$ cat config.mk
export PLATFORM = sky130hd
export DESIGN_NAME = pc_gen
export DESIGN_NICKNAME = d
export VERILOG_FILES = /design/src/rtl/pc_gen_pkg.sv /design/src/rtl/pc_gen_fifo.sv /design/src/rtl/pc_gen.sv
export SDC_FILE = /design/constraint.sdc
export NUM_CORES = 1
export LEC_CHECK = 0
export CAP_MARGIN = 20
export CORE_MARGIN = 3
export CORE_UTILIZATION = 53
export DETAILED_ROUTE_END_ITERATION = 10
export PLACE_DENSITY_LB_ADDON = 0.08
export SETUP_SLACK_MARGIN = 0.1
export SLEW_MARGIN = 30
export SYNTH_ARGS = -nofsm -noshare
export SYNTH_HDL_FRONTEND = slang
export SYNTH_HIERARCHICAL = 1
export SYNTH_SLANG_ARGS = --single-unit
$ cat constraint.sdc
create_clock -name clk -period 11.28 [get_ports clk]
set_input_delay 2.82 -clock clk [delete_from_list [all_inputs] [get_ports clk]]
set_output_delay 2.82 -clock clk [all_outputs]
set_load 0.01 [all_outputs]
$ cat src/rtl/pc_gen_pkg.sv
// pc_gen_pkg: shared reset address and fetch-group payload for the fetch front end
package pc_gen_pkg;
  localparam logic [31:0] RESET_PC_DEF = 32'h1c000000;
  typedef struct packed {
    logic [31:0] pc;
    logic [31:0] inst0;
    logic [31:0] inst1;
    logic        inst1_valid;
  } fetch_group_t;
endpackage

$ cat src/rtl/pc_gen_fifo.sv
// fetch_fifo: 2-entry FIFO with simultaneous push/pop at any fill level
module fetch_fifo #(
  parameter int W = 32
) (
  input  logic         clk,
  input  logic         reset,
  input  logic         clr,
  input  logic         push,
  input  logic         pop,
  input  logic [W-1:0] din,
  output logic [W-1:0] dout,
  output logic [1:0]   cnt
);
  logic [W-1:0] mem [2];
  logic wp, rp, do_push, do_pop;
  assign do_pop  = pop && cnt != 2'd0;
  assign do_push = push && (cnt != 2'd2 || do_pop);
  assign dout    = cnt != 2'd0 ? mem[rp] : '0;
  // pointers and occupancy; clear empties the queue without touching storage
  always_ff @(posedge clk or posedge reset)
    if (reset) begin
      wp  <= 1'b0;
      rp  <= 1'b0;
      cnt <= 2'd0;
    end else if (clr) begin
      wp  <= 1'b0;
      rp  <= 1'b0;
      cnt <= 2'd0;
    end else begin
      if (do_push) wp <= !wp;
      if (do_pop) rp <= !rp;
      cnt <= cnt + {1'b0, do_push} - {1'b0, do_pop};
    end
  // payload storage, only valid entries are ever observed
  always_ff @(posedge clk)
    if (do_push && !clr) mem[wp] <= din;
endmodule

$ cat src/rtl/pc_gen.sv
// pc_gen: fetch PC generator with credit-limited icache requests and redirect discard
module pc_gen
  import pc_gen_pkg::*;
#(
  parameter logic [31:0] RESET_PC = RESET_PC_DEF
) (
  input  logic        clk,
  input  logic        reset,
  input  logic        redirect_valid,
  input  logic [31:0] redirect_target,
  output logic        req_valid,
  input  logic        req_ready,
  output logic [31:0] req_pc,
  input  logic        resp_valid,
  input  logic [63:0] resp_data,
  output logic        out_valid,
  input  logic        out_ready,
  output logic [31:0] out_pc,
  output logic [31:0] out_inst0,
  output logic [31:0] out_inst1,
  output logic        out_inst1_valid
);
  logic [31:0] pc, rsp_pc;
  logic [1:0] inflight_cnt, fifo_cnt, discard_cnt;
  logic req_fire, resp_pop;
  fetch_group_t grp_in, grp_out;
  assign req_valid = !reset && !redirect_valid && ({1'b0, inflight_cnt} + {1'b0, fifo_cnt} < 3'd2);
  assign req_pc    = {pc[31:3], 3'b000};
  assign req_fire  = req_valid && req_ready;
  assign resp_pop  = resp_valid && inflight_cnt != 2'd0;
  assign grp_in    = '{pc: rsp_pc,
                       inst0: rsp_pc[2] ? resp_data[63:32] : resp_data[31:0],
                       inst1: resp_data[63:32],
                       inst1_valid: !rsp_pc[2]};
  assign out_valid       = fifo_cnt != 2'd0;
  assign out_pc          = grp_out.pc;
  assign out_inst0       = grp_out.inst0;
  assign out_inst1       = grp_out.inst1;
  assign out_inst1_valid = grp_out.inst1_valid;
  fetch_fifo #(.W(32)) u_inflight (
    .clk(clk), .reset(reset), .clr(1'b0),
    .push(req_fire), .pop(resp_pop), .din(pc), .dout(rsp_pc), .cnt(inflight_cnt)
  );
  fetch_fifo #(.W($bits(fetch_group_t))) u_out (
    .clk(clk), .reset(reset), .clr(redirect_valid),
    .push(resp_pop && discard_cnt == 2'd0 && !redirect_valid),
    .pop(out_valid && out_ready), .din(grp_in), .dout(grp_out), .cnt(fifo_cnt)
  );
  // fetch pc: redirect wins, otherwise step to the next aligned 8-byte group
  always_ff @(posedge clk or posedge reset)
    if (reset) pc <= RESET_PC;
    else if (redirect_valid) pc <= redirect_target;
    else if (req_fire) pc <= pc + (pc[2] ? 32'd4 : 32'd8);
  // responses still owed to pre-redirect requests that must be thrown away
  always_ff @(posedge clk or posedge reset)
    if (reset) discard_cnt <= 2'd0;
    else if (redirect_valid) discard_cnt <= inflight_cnt - {1'b0, resp_pop};
    else if (resp_pop && discard_cnt != 2'd0) discard_cnt <= discard_cnt - 2'd1;
endmodule

---- Word level (Yosys, flattened, before mapping) ----
Memories as Yosys holds them, arrays and structs flattened.
Index checks and enable logic that the tools add are counted.
word-level totals
  output and inout port bits .............. 131
  memories ................................ 2
  memory bits (writable) .................. 258
  register bits ........................... 42
  word-level logic and storage cells ...... 68
  input port bits ......................... 102
cells by class
  mux-type cells .......................... 17
  magnitude comparators ................... 1
  reductions and logical operators ........ 30
  add/sub/neg operators ................... 8
  eq/ne operators ......................... 2
memory list
  name            depth  width  read ports  clocked after memory_dff  write ports  RTL line           RTL
  u_out.mem       2      97     1           0                         1            pc_gen_fifo.sv:14  logic [W-1:0] mem [2];
  u_inflight.mem  2      32     1           0                         1            pc_gen_fifo.sv:14
operator list
  kind                                                number
  two-way mux 32 bit                                  4
  two-way mux 97 bit                                  1
  adder 32 x 4 -> 32 bit                              1
  nonzero test 2 bit                                  7
  logical AND 1 bit                                   13
  two-way mux 1 bit                                   8
  zero test 1 bit                                     7
  two-way mux 2 bit                                   3
  subtractor 2 x 1 -> 2 bit                           3
  adder 2 x 1 -> 2 bit                                2
  two-way mux 4 bit                                   1
  inequality test 2 bit, second input constant        2
  adder 2 x 2 -> 3 bit                                1
  < comparator 3 x 2 -> 1 bit, second input constant  1
  zero test 2 bit                                     1
  logical OR 1 bit                                    2
  subtractor 2 x 1 -> 2 bit, second input constant    1

---- Longest topological paths before layout ----
Gate-level depths: netlist of run 1.
  word-level depth ........................ 8
  depth in mapped cells ................... 12
  depth with buffers taken out ............ 12

---- Modules after synthesis ----
Netlist of run 1, hierarchy kept.
by module, submodules not included
  module                    area an instance (um2)  cells an instance  instances
  fetch_fifo at u_out       7548.5                  433                1
  pc_gen                    2703.8                  304                1
  fetch_fifo at u_inflight  2652.5                  159                1

---- Worst setup path before layout of run 1 ----
No wires, ideal clock.
  path type ............................... input-to-reg
  from .................................... input redirect_valid
  to ...................................... memory u_out/mem[1][0] (netlist bit), enable pin
  path buffers ............................ 2
  cell stages on the path ................. 6
  setup slack ............................. -64 ps
  data arrival time ....................... 10651 ps
  required time ........................... 10587 ps
  cells stage by stage .................... buf_6 -> inv_1 -> clkbuf_1 -> and3_1 -> o31ai_4 -> nor3b_1
between the ends
  cells in the longest elaborated chain, start to end .. 6
ends and longest elaborated chain
  element                                    RTL line                         RTL
  start, declared                            pc_gen.sv:9                      input logic redirect_valid,
  zero test 1 bit *                          pc_gen_fifo.sv:36, pc_gen.sv:46
  logical AND 1 bit                          pc_gen.sv:46                     .push(resp_pop && discard_cnt == 2'd0 && !redirect_valid),
  logical AND 1 bit                          pc_gen_fifo.sv:17                assign do_push = push && (cnt != 2'd2 || do_pop);
  logical AND 1 bit *                        pc_gen_fifo.sv:36                if (do_push && !clr) mem[wp] <= din;
  two-way mux 1 bit *                        pc_gen_fifo.sv:36
  two-way mux 1 bit (not written as such) *  pc_gen_fifo.sv:36
  end, declared                              pc_gen_fifo.sv:14
Every way passes the cells marked *; elsewhere a longest branch is shown, timed or not.

---- Worst setup path in the final report of run 1 ----
  from .................................... input reset
  to ...................................... output req_valid
between the ends
  cells in the longest elaborated chain, start to end .. 3
ends and longest elaborated chain
  element                          RTL line      RTL
  start, declared                  pc_gen.sv:8   input logic reset,
  zero test 1 bit (no line)        -
  logical AND 1 bit (2 in series)  pc_gen.sv:27  assign req_valid = !reset && !redirect_valid && ({1'b0, inflight_cnt} + {1'b0, fifo_cnt} < 3'd2);
  end, declared                    pc_gen.sv:11  output logic req_valid,
Every way passes these cells.

==> results of run 1 <==
## cells in the final DEF, fill, tap and decap left out, types with 3 or more instances in the layout
cell type        instances
nor2_1                 141
nor2b_1                  5
mux2i_1                129
xnor2_1                  7
edfxtp_1               258
buf_4                   12
conb_1                  10
a21oi_1                  3
nand3_1                 13
dfrtp_1                 37
nor4_1                   3
and3_1                   5
dfstp_2                  3
xor2_1                  14
mux2_2                  35
nand4_1                 10
clkinv_2                10
nand2_1                 42
o211ai_1                10
clkbuf_1                 6
nor3_1                   8
bufinv_16                5
o21ai_0                 20
clkbuf_16               31
inv_1                   22
o311ai_0                 7
clkdlybuf4s50_1        228
ha_1                     8
## power by group through the flow
stage / Combinational [mW] / Sequential (mW) / Clock (mW)
2_1_floorplan: 0.0915 / 1.27 / 0
3_3_place_gp: 0.163 / 1.28 / 0
3_5_place_dp: 0.166 / 1.28 / 0
4_1_cts: 0.167 / 1.26 / 1.05
5_1_grt: 0.181 / 1.26 / 1.10
6_report: 0.166 / 1.26 / 1.02
## state kept, by name, indices dropped and copies added (netlist names)
name / count
discard_cnt: 2
u_inflight/rp: 1
u_out/rp: 1
u_out/mem: 194
pc: 32
u_inflight/mem: 64
u_out/cnt: 2
u_out/wp: 1
u_inflight/wp: 1
u_inflight/cnt: 2
## layer usage
layer  wire (um)  part of all wire, %  up-vias  GRT usage [%]
li1            -                    -     3668              -
met1       11400                   43     3715           28.2
met2       12600                   47      295           32.4
met3        2030                  7.6       48           4.08
met4         566                  2.1        2           5.78
met5          11                0.041        -              0
## cell families after synthesis
kind of cell | count (synthesis) | synth area share, %
other | 1 | 0.0291
DFF | 300 | 68.2
and+or+nand+nor | 245 | 8.38
buffers and inverters | 98 | 4.51
muxes | 166 | 13.3
adders and majority gates | 9 | 0.931
xor gates and xnor gates | 21 | 1.43
AOI/OAI and AO/OA | 56 | 3.26
## synthesized netlist by cell type (all sizes together)
| cell type | number |
|---|---|
| a211o | 1 |
| a21oi | 3 |
| a221o | 2 |
| a22oi | 2 |
| a31o | 2 |
| a41oi | 1 |
| and2 | 2 |
| and3 | 5 |
| buf | 60 |
| clkbuf | 14 |
| conb | 1 |
| dfrtp | 39 |
| dfstp | 3 |
| edfxtp | 258 |
| fa | 1 |
| ha | 8 |
| inv | 24 |
| mux2 | 37 |
| mux2i | 129 |
| nand2 | 42 |
| nand2b | 1 |
| nand3 | 13 |
| nand4 | 10 |
| nand4b | 1 |
| nor2 | 144 |
| nor2b | 5 |
| nor3 | 10 |
| nor3b | 2 |
| nor4 | 5 |
| o2111a | 1 |
| o2111ai | 1 |
| o211a | 1 |
| o211ai | 10 |
| o21ai | 20 |
| o221ai | 1 |
| o311a | 1 |
| o311ai | 7 |
| o31ai | 3 |
| or2 | 2 |
| or4 | 3 |
| xnor2 | 7 |
| xor2 | 14 |
## worst min path at each step
stage                from                   end  depth (start not counted)
detailed placement  pc[0]  u_inflight/mem[0][0]                          0
floorplan           pc[0]  u_inflight/mem[0][0]                          0
global placement    pc[0]  u_inflight/mem[0][0]                          0
finish              pc[0]  u_inflight/mem[0][0]                          0
CTS                 pc[0]  u_inflight/mem[0][0]                          0
global route        pc[0]  u_inflight/mem[0][0]                          0
## final cells by class
| class | count | area share, % |
|---|---|---|
| repair buffers | 242 | 14.6 |
| well taps | 319 | 2.44 |
| clock buffers | 37 | 4.89 |
| flip-flops and latches | 300 | 53.9 |
| multi-input cells | 507 | 22.1 |
| diodes | 1 | 0.0153 |
| inverters | 24 | 0.552 |
| clock inverters | 21 | 1.48 |
## through the flow
stage	utilization (%)	hold slack [ns]	area, um2	instances
global route	69.0	0.501	16300	1451
detailed placement	64.5	0.483	15300	1392
CTS	68.9	0.499	16300	1450
global placement	64.5	0.468	15300	1392
finish	69.0	0.494	16300	1451
floorplan	-	0.438	12900	905
==> results.toml, run 1 <==
[floorplanning]
placement_rows = 56
core-area_mm2 = 0.0237
die_area_mm2 = 0.0263
design.portCount = 233
start_util_pct = 54.5
die_height_um = 162
die-width_um = 162

[clock_network]
postCtsSetupBuffers = 0
cts.repair.resized = 0
cts.path.max_buffers = 3
cts_buffers = 31
cts_num_sinks = 300
post_cts_hold_buffer_count = 0
h-tree-depth = 1
clk_transition_reported_paths_ns = 0.06
cts_tree = "built"
root_buffer = "clkbuf_16"
clk_latency_ns = 0.56

[logic_synthesis]
postSynthRegisterBits = 300
synth_top_cell_by_area = "edfxtp_1"
synth_area_mm2 = 0.0129
postSynthCellCount = 896
number_of_different_library_cells_in_the_post_synthesis_netlist = 53
top_cell_type_s_share_of_synthesized_area_pct = 60.0
synth.top_cells.by_area = "edfxtp_1 (60%), mux2i_1 (10%), dfrtp_1 (7.6%)"
syn_area_per_cell_um2 = 14.4
synth_seq_area_share_pct = 68.2
yosys_warnings = 6

[power]
seqPwrFrac_pct = 51.4
leakage_nw = 5.49
clockPowerShare_pct = 41.8
cell_internal_pwr_mw = 1.94
netSwitchingPower_mw = 0.509
cellPowerDensity_mw_per_mm2 = 150
power.ir.vdd_worst_mv = 0.105
power.switching_fraction_pct = 20.8
power.share.combinational_pct = 6.8
totalPowerFinal_mw = 2.45

[worst_setup_path]
cp_num_cells = 4
worstPathBufferInverterCount = 3
path_delay_family = "buffers and inverters"
regToRegEndpoint = "u_inflight/mem[0][22]"
path_class = "in2out"
worstPathCellList = "clkdlybuf4s50_1, or4_4, inv_1, clkdlybuf4s50_1"
crit_path_start_kind = "input pin"
cp_max_fo = 5
endpoint = "req_valid"
critPathMaxStageDelay_ns = 0.59
worstPathRequired_ns = 8.46
critical_path.slowest_cell = "or4_4"
worst-r2r-setup-slack_ns = 7.40
crit_path_start = "reset"
ff2ff_path_depth = 9
r2r_path_start = "u_out/cnt[0]"
crit_path_end_kind = "output port"
crit_top_cell = "clkdlybuf4s50_1"
timing.critical_path.arrival_ns = 4.58

[timing]
timing_worst_slew_pin_value_ns = 0.990
fin_tns_setup_ns = 0
finalSetupViolations = 0
grt_setup_unrepaired = "no"
postLayoutSetupSlackWorst_ns = 3.88
worst_slew_margin_rel_pct = 33.6
final_min_period_over_clock_period_pct = 65.6
slew_violations = 0
maxClockFrequency_ghz = 0.135
timing.final.hold_violations = 0
clock_skew_ns = 0.0218
minimum_clock_period_after_layout_ns = 7.40

[status]
outcome = "complete, no violations"

[route]
drt-initial-drc-count = 553
detail_route.vias_per_cell = 5.33
detailroute.via_count = 7728
detail_routed_net_length_per_standard_cell_um = 18.4
drc_viols = 0
detailedRoute.firstPassIterationCount = 5
route.final.wire_length_um = 26600
drtAntennaViolNets = 0

[global_routing]
global_route.overflow_total = 0
track_usage_pct = 20.2
antenna_found_initial = 2
grt_first_pass_wirelength_um = 42100
grt_max_degree = 98
grt_pass1_vias = 7711

[finish]
drive_above_1_share_pct = 11.0
seq_area_mm2 = 0.00881
area_growth_syn_to_layout_pct = 26.6
area_of_the_multi_input_gates_mm2 = 0.00360
final_nets = 1217
filler_cell_count = 1720

[place]
detailedPlace.worstSlack_ns = 3.89
final_gp_congestion = 0.868
port_buffers = 229
detailed_place_hpwl_um = 17300

[flow_run]
maxCapViolCount = 0

[worst_hold_path]
hold_path_class = "reg2reg"
No activity file was read; power rests on OpenSTA's default activity.
==> run 2, diff against run 1 <==
--- a/config.mk
+++ b/config.mk
@@ -7,7 +7,7 @@
 export LEC_CHECK = 0
 export CAP_MARGIN = 20
 export CORE_MARGIN = 3
-export CORE_UTILIZATION = 53
+export CORE_UTILIZATION = 48
 export DETAILED_ROUTE_END_ITERATION = 10
 export PLACE_DENSITY_LB_ADDON = 0.08
 export SETUP_SLACK_MARGIN = 0.1
==> constraint.sdc (replaced) <==
create_clock -name clk -period 6 [get_ports clk]
set_input_delay 1.5 -clock clk [delete_from_list [all_inputs] [get_ports clk]]
set_output_delay 1.5 -clock clk [all_outputs]
set_load 0.01 [all_outputs]
==> results.toml, run 2 (synthesis results as in run 1) <==
[status]
outcome = "complete, no violations"

[timing]
finalSetupViolations = 0
timing.final.hold_violations = 0
clock_skew_ns = 0.0165
maxClockFrequency_ghz = 0.209
minimum_clock_period_after_layout_ns = 4.78
fin_tns_setup_ns = 0
timing_worst_slew_pin_value_ns = 0.969
hold_slack_ns = 0.473
grt_setup_unrepaired = "no"
final_min_period_over_clock_period_pct = 79.7
worst_slew_margin_rel_pct = 34.9
slew_violations = 0

[finish]
area_growth_syn_to_layout_pct = 27.0
drive_above_1_share_pct = 11.1
top_regs = "u_out/mem: 194 flops, u_inflight/mem: 64 flops, pc: 32 flops"
diode_insertion_count_for_antenna_repair = 0
largest_reg_flops = 194
registers.top_by_ff_count = "u_out/mem"
final_nets = 1217
final_cell_mix = "edfxtp_1 (258), clkdlybuf4s50_1 (228), nor2_1 (141)"
layout_commonest_cell = "edfxtp_1"

[floorplanning]
die-width_um = 170
die_height_um = 170
design.portCount = 233
placement_rows = 59
core-area_mm2 = 0.0262
die_area_mm2 = 0.0289
start_util_pct = 49.2

[route]
detail_routed_net_length_per_standard_cell_um = 18.4
detailroute.via_count = 7597
detail_route.vias_per_cell = 5.18
drt-initial-drc-count = 494
drc_viols = 0
drtAntennaViolNets = 0
detailedRoute.firstPassIterationCount = 5
route.final.wire_length_um = 26900

[place]
port_buffers = 229
final_gp_congestion = 0.857
detailed_place_hpwl_um = 17400

[worst_hold_path]
hold_path_class = "reg2reg"
hold_path.startpoint = "pc[1]"
min_path_cells = 0

[global_routing]
track_usage_pct = 18.3
grt_max_degree = 98
global_route.overflow_total = 0
grt_first_pass_wirelength_um = 41800
antenna_found_initial = 0
grt_pass1_vias = 7577

[worst_setup_path]
path_class = "in2out"
crit_path_start = "reset"
crit_path_start_kind = "input pin"
path_delay_family = "buffers and inverters"
critPathMaxStageDelay_ns = 0.59
worstPathRequired_ns = 4.50
worstPathBufferInverterCount = 3
timing.critical_path.arrival_ns = 3.28
critical_path.slowest_cell = "or4_4"
cp_max_fo = 5
ff2ff_path_depth = 7
r2r_path_start = "u_out/cnt[0]"
cp_num_cells = 4
crit_top_cell = "clkdlybuf4s50_1"
crit_path_end_kind = "output port"
worstPathCellList = "clkdlybuf4s50_1, or4_4, inv_1, clkdlybuf4s50_1"

[clock_network]
cts_buffers = 31
cts.repair.resized = 0
clk_latency_ns = 0.56
clk_transition_reported_paths_ns = 0.06
root_buffer = "clkbuf_16"
h-tree-depth = 1
post_cts_hold_buffer_count = 0
cts_tree = "built"
postCtsSetupBuffers = 0
cts_num_sinks = 300
cts.path.max_buffers = 3

[flow_run]
maxCapViolCount = 0

[power]
leakage_nw = 5.48
power.ir.vdd_worst_mv = 0.179
cellPowerDensity_mw_per_mm2 = 277
==> run 2: layout make-up <==
type,instances,area (um2)
inverter,24,90.1
timing repair buffer,242,2450
multi-input combinational,507,3600
clock buffer,37,818
clock inverter,21,191
sequential,300,8810
fill,2008,9820
tap,335,419
==> run 2: per-layer routing <==
layer	vias to the layer above	share of wire, %	track usage, %
met3	41	6.0	3.18
met4	0	1.6	3.74
met5	-	0	0
met1	3649	45	26.0
met2	246	48	30.0
li1	3661	-	-
==> run 2: through the flow <==
stage / total power, mW / instances / cell area (um2) / worst slack (ns) / util (%)
6_report: 4.55 / 1466 / 16400 / 1.22 / 62.5
5_1_grt: 4.73 / 1466 / 16400 / 1.14 / 62.5
4_1_cts: 4.60 / 1466 / 16400 / 1.20 / 62.5
3_5_place_dp: 2.73 / 1408 / 15400 / 1.22 / 58.7
3_3_place_gp: 2.72 / 1406 / 15300 / 1.25 / 58.5
2_1_floorplan: 2.56 / 905 / 13000 / 0.446 / -
==> run 2: worst register-to-register path: stages (launching register included) <==
cell,delay (ns)
dfrtp_1,0.47
and2_1,0.21
fa_1,0.47
or4_4,0.54
or4_4,0.62
or2_4,0.32
nor4_4,0.21
mux2_1,0.34
==> run 2: final timing paths <==
path | end | slack [ns]
min in group asynchronous | u_inflight/wp | 1.30
min reg2reg | u_inflight/mem[1][1] | 0.47
max in group asynchronous | pc[27] | 4.12
min | u_inflight/mem[1][1] | 0.47
max reg2reg | pc[23] | 2.72
max | req_valid | 1.22
==> run 2: report_power, final <==
group	switching [mW]	total (mW)	internal, mW
registers	0.0513	2.37	2.31
logic	0.144	0.313	0.169
clock network	0.767	1.87	1.10
total	0.963	4.55	3.58
==> run 3, diff against run 2 <==
==> constraint.sdc (replaced) <==
create_clock -name clk -period 3.9 [get_ports clk]
set_input_delay 0.975 -clock clk [delete_from_list [all_inputs] [get_ports clk]]
set_output_delay 0.975 -clock clk [all_outputs]
set_load 0.01 [all_outputs]
==> results.toml, run 3 (synthesis results as in run 1) <==
[worst_setup_path]
critical_path.slowest_cell = "or4_4"
regToRegEndpoint = "pc[23]"
crit_path_end_kind = "output port"
critPathMaxStageDelay_ns = 0.54
cp_max_fo = 6
path_class = "reg2out"
r2r_path_start = "u_out/cnt[0]"
ff2ff_path_depth = 7
crit_path_start_kind = "flip-flop"
worstPathBufferInverterCount = 2
timing.critical_path.arrival_ns = 2.59
path_delay_family = "simple AND/OR/NAND/NOR gates"
worst-r2r-setup-slack_ns = 0.76
worstPathRequired_ns = 2.92
worstPathCellList = "and2_1, fa_1, or4_4, inv_1, dlygate4sd2_1"

[finish]
filler_cell_count = 2065
drive_above_1_share_pct = 11.1
registers.top_by_ff_count = "u_out/mem"
layout_commonest_cell = "edfxtp_1"
area_growth_syn_to_layout_pct = 27.4
largest_reg_flops = 194
layout.cell_area.non_filler_mm2 = 0.0164
diode_insertion_count_for_antenna_repair = 0
final_cell_mix = "edfxtp_1 (258), clkdlybuf4s50_1 (227), nor2_1 (141)"
layout.cells.non_filler = 1474
final_nets = 1226
top_regs = "u_out/mem: 194 flops, u_inflight/mem: 64 flops, pc: 32 flops"
seq_area_mm2 = 0.00881
area_of_the_multi_input_gates_mm2 = 0.00362

[global_routing]
antenna_found_initial = 0
grt_max_degree = 87
track_usage_pct = 18.9
grt_pass1_vias = 7812
global_route.overflow_total = 0
grt_first_pass_wirelength_um = 43000

[clock_network]
clk_latency_ns = 0.54
cts_num_sinks = 300
cts.path.max_buffers = 3
clk_transition_reported_paths_ns = 0.06
root_buffer = "clkbuf_16"
cts_tree = "built"
cts_buffers = 31
h-tree-depth = 1

[timing]
maxClockFrequency_ghz = 0.280
finalSetupViolations = 0
minimum_clock_period_after_layout_ns = 3.57
worst_slew_margin_rel_pct = 42.5
timing_worst_slew_pin_value_ns = 0.860
final_min_period_over_clock_period_pct = 91.5
slew_violations = 0
clock_skew_ns = 0.0175
grt_setup_unrepaired = "no"
postLayoutSetupSlackWorst_ns = 0.332
timing.final.hold_violations = 0

[route]
route.final.wire_length_um = 27400
drc_viols = 0
detail_route.vias_per_cell = 5.26
drtAntennaViolNets = 0
drt-initial-drc-count = 478
detailroute.via_count = 7755
detail_routed_net_length_per_standard_cell_um = 18.6
detailedRoute.firstPassIterationCount = 7

[flow_run]
maxCapViolCount = 0

[place]
detailed_place_hpwl_um = 18400
count_of_placed_standard_cells_including_taps = 1417
detailedPlace.worstSlack_ns = 0.216
port_buffers = 229
final_gp_congestion = 0.900
placedInstanceArea_mm2 = 0.0155

[worst_hold_path]
hold_path.startpoint = "pc[0]"
timing.hold.worst_endpoint = "u_inflight/mem[0][0]"
hold_path_class = "reg2reg"
min_path_cells = 0

[power]
cellPowerDensity_mw_per_mm2 = 417
totalPowerFinal_mw = 6.86
power.ir.vdd_worst_mv = 0.268
leakage_nw = 5.50

[status]
outcome = "complete, no violations"

[floorplanning]
start_util_pct = 49.2
die-width_um = 170
core-area_mm2 = 0.0262
die_height_um = 170
placement_rows = 59
die_area_mm2 = 0.0289
design.portCount = 233
## run 3: cell types whose count changed in the layout (fill, tap and decap cells not counted), moves of 3 or more
cell / delta
clkinv_2: -5
dfrtp_2: +3
buf_12: +5
clkinv_1: +5
clkbuf_1: +6
clkinvlp_4: -3
buf_4: +5
## run 3: worst max path at each step
stage | from | endpoint | slack [ns] | cells after the start
2_1_floorplan | redirect_valid | u_out/mem[1][0] | -0.61 | 6
3_3_place_gp | reset | req_valid | 0.24 | 4
3_5_place_dp | reset | req_valid | 0.22 | 4
4_1_cts | u_out/cnt[0] | req_valid | 0.31 | 5
5_1_grt | u_out/cnt[0] | req_valid | 0.26 | 5
6_report | u_out/cnt[0] | req_valid | 0.33 | 5
## run 3: cell type report
cell class	instances	share of cell area (%)
Multi-Input combinational cell	507	22.0
Timing Repair Buffer	251	15.6
Inverter	24	0.563
Tap cell	335	2.55
Clock buffer	41	4.95
Sequential cell	300	53.6
Clock inverter	16	0.753
## run 3: per-stage QoR
step | utilization, % | hold WS [ns] | TNS [ns]
6_report | 62.7 | 0.475 | 0
5_1_grt | 62.7 | 0.491 | 0
4_1_cts | 62.7 | 0.473 | 0
3_5_place_dp | 59.2 | 0.460 | 0
3_3_place_gp | 59.2 | 0.445 | 0
2_1_floorplan | - | 0.438 | -97.49
## run 3: metal layers
layer / vias up / routed length, um / global-route usage, %
met3: 42 / 1930 / 3.30
met4: 0 / 488 / 3.99
met2: 270 / 13200 / 31.8
met1: 3764 / 11800 / 26.1
li1: 3679 / - / -
met5: - / 0 / 0
## run 3: timing repair
action / in CTS / in global routing
endpoints found under the hold margin: 0 / 0
setup endpoints to repair: 1 / 0
resized for setup: 3 / 0
hold buffers: 0 / 0
buffers inserted: 0 / 0
## run 3: report_power, final
| group | internal [mW] | switching (mW) |
|---|---|---|
| clock | 1.59 | 1.14 |
| sequential | 3.56 | 0.0786 |
| combinational | 0.262 | 0.230 |
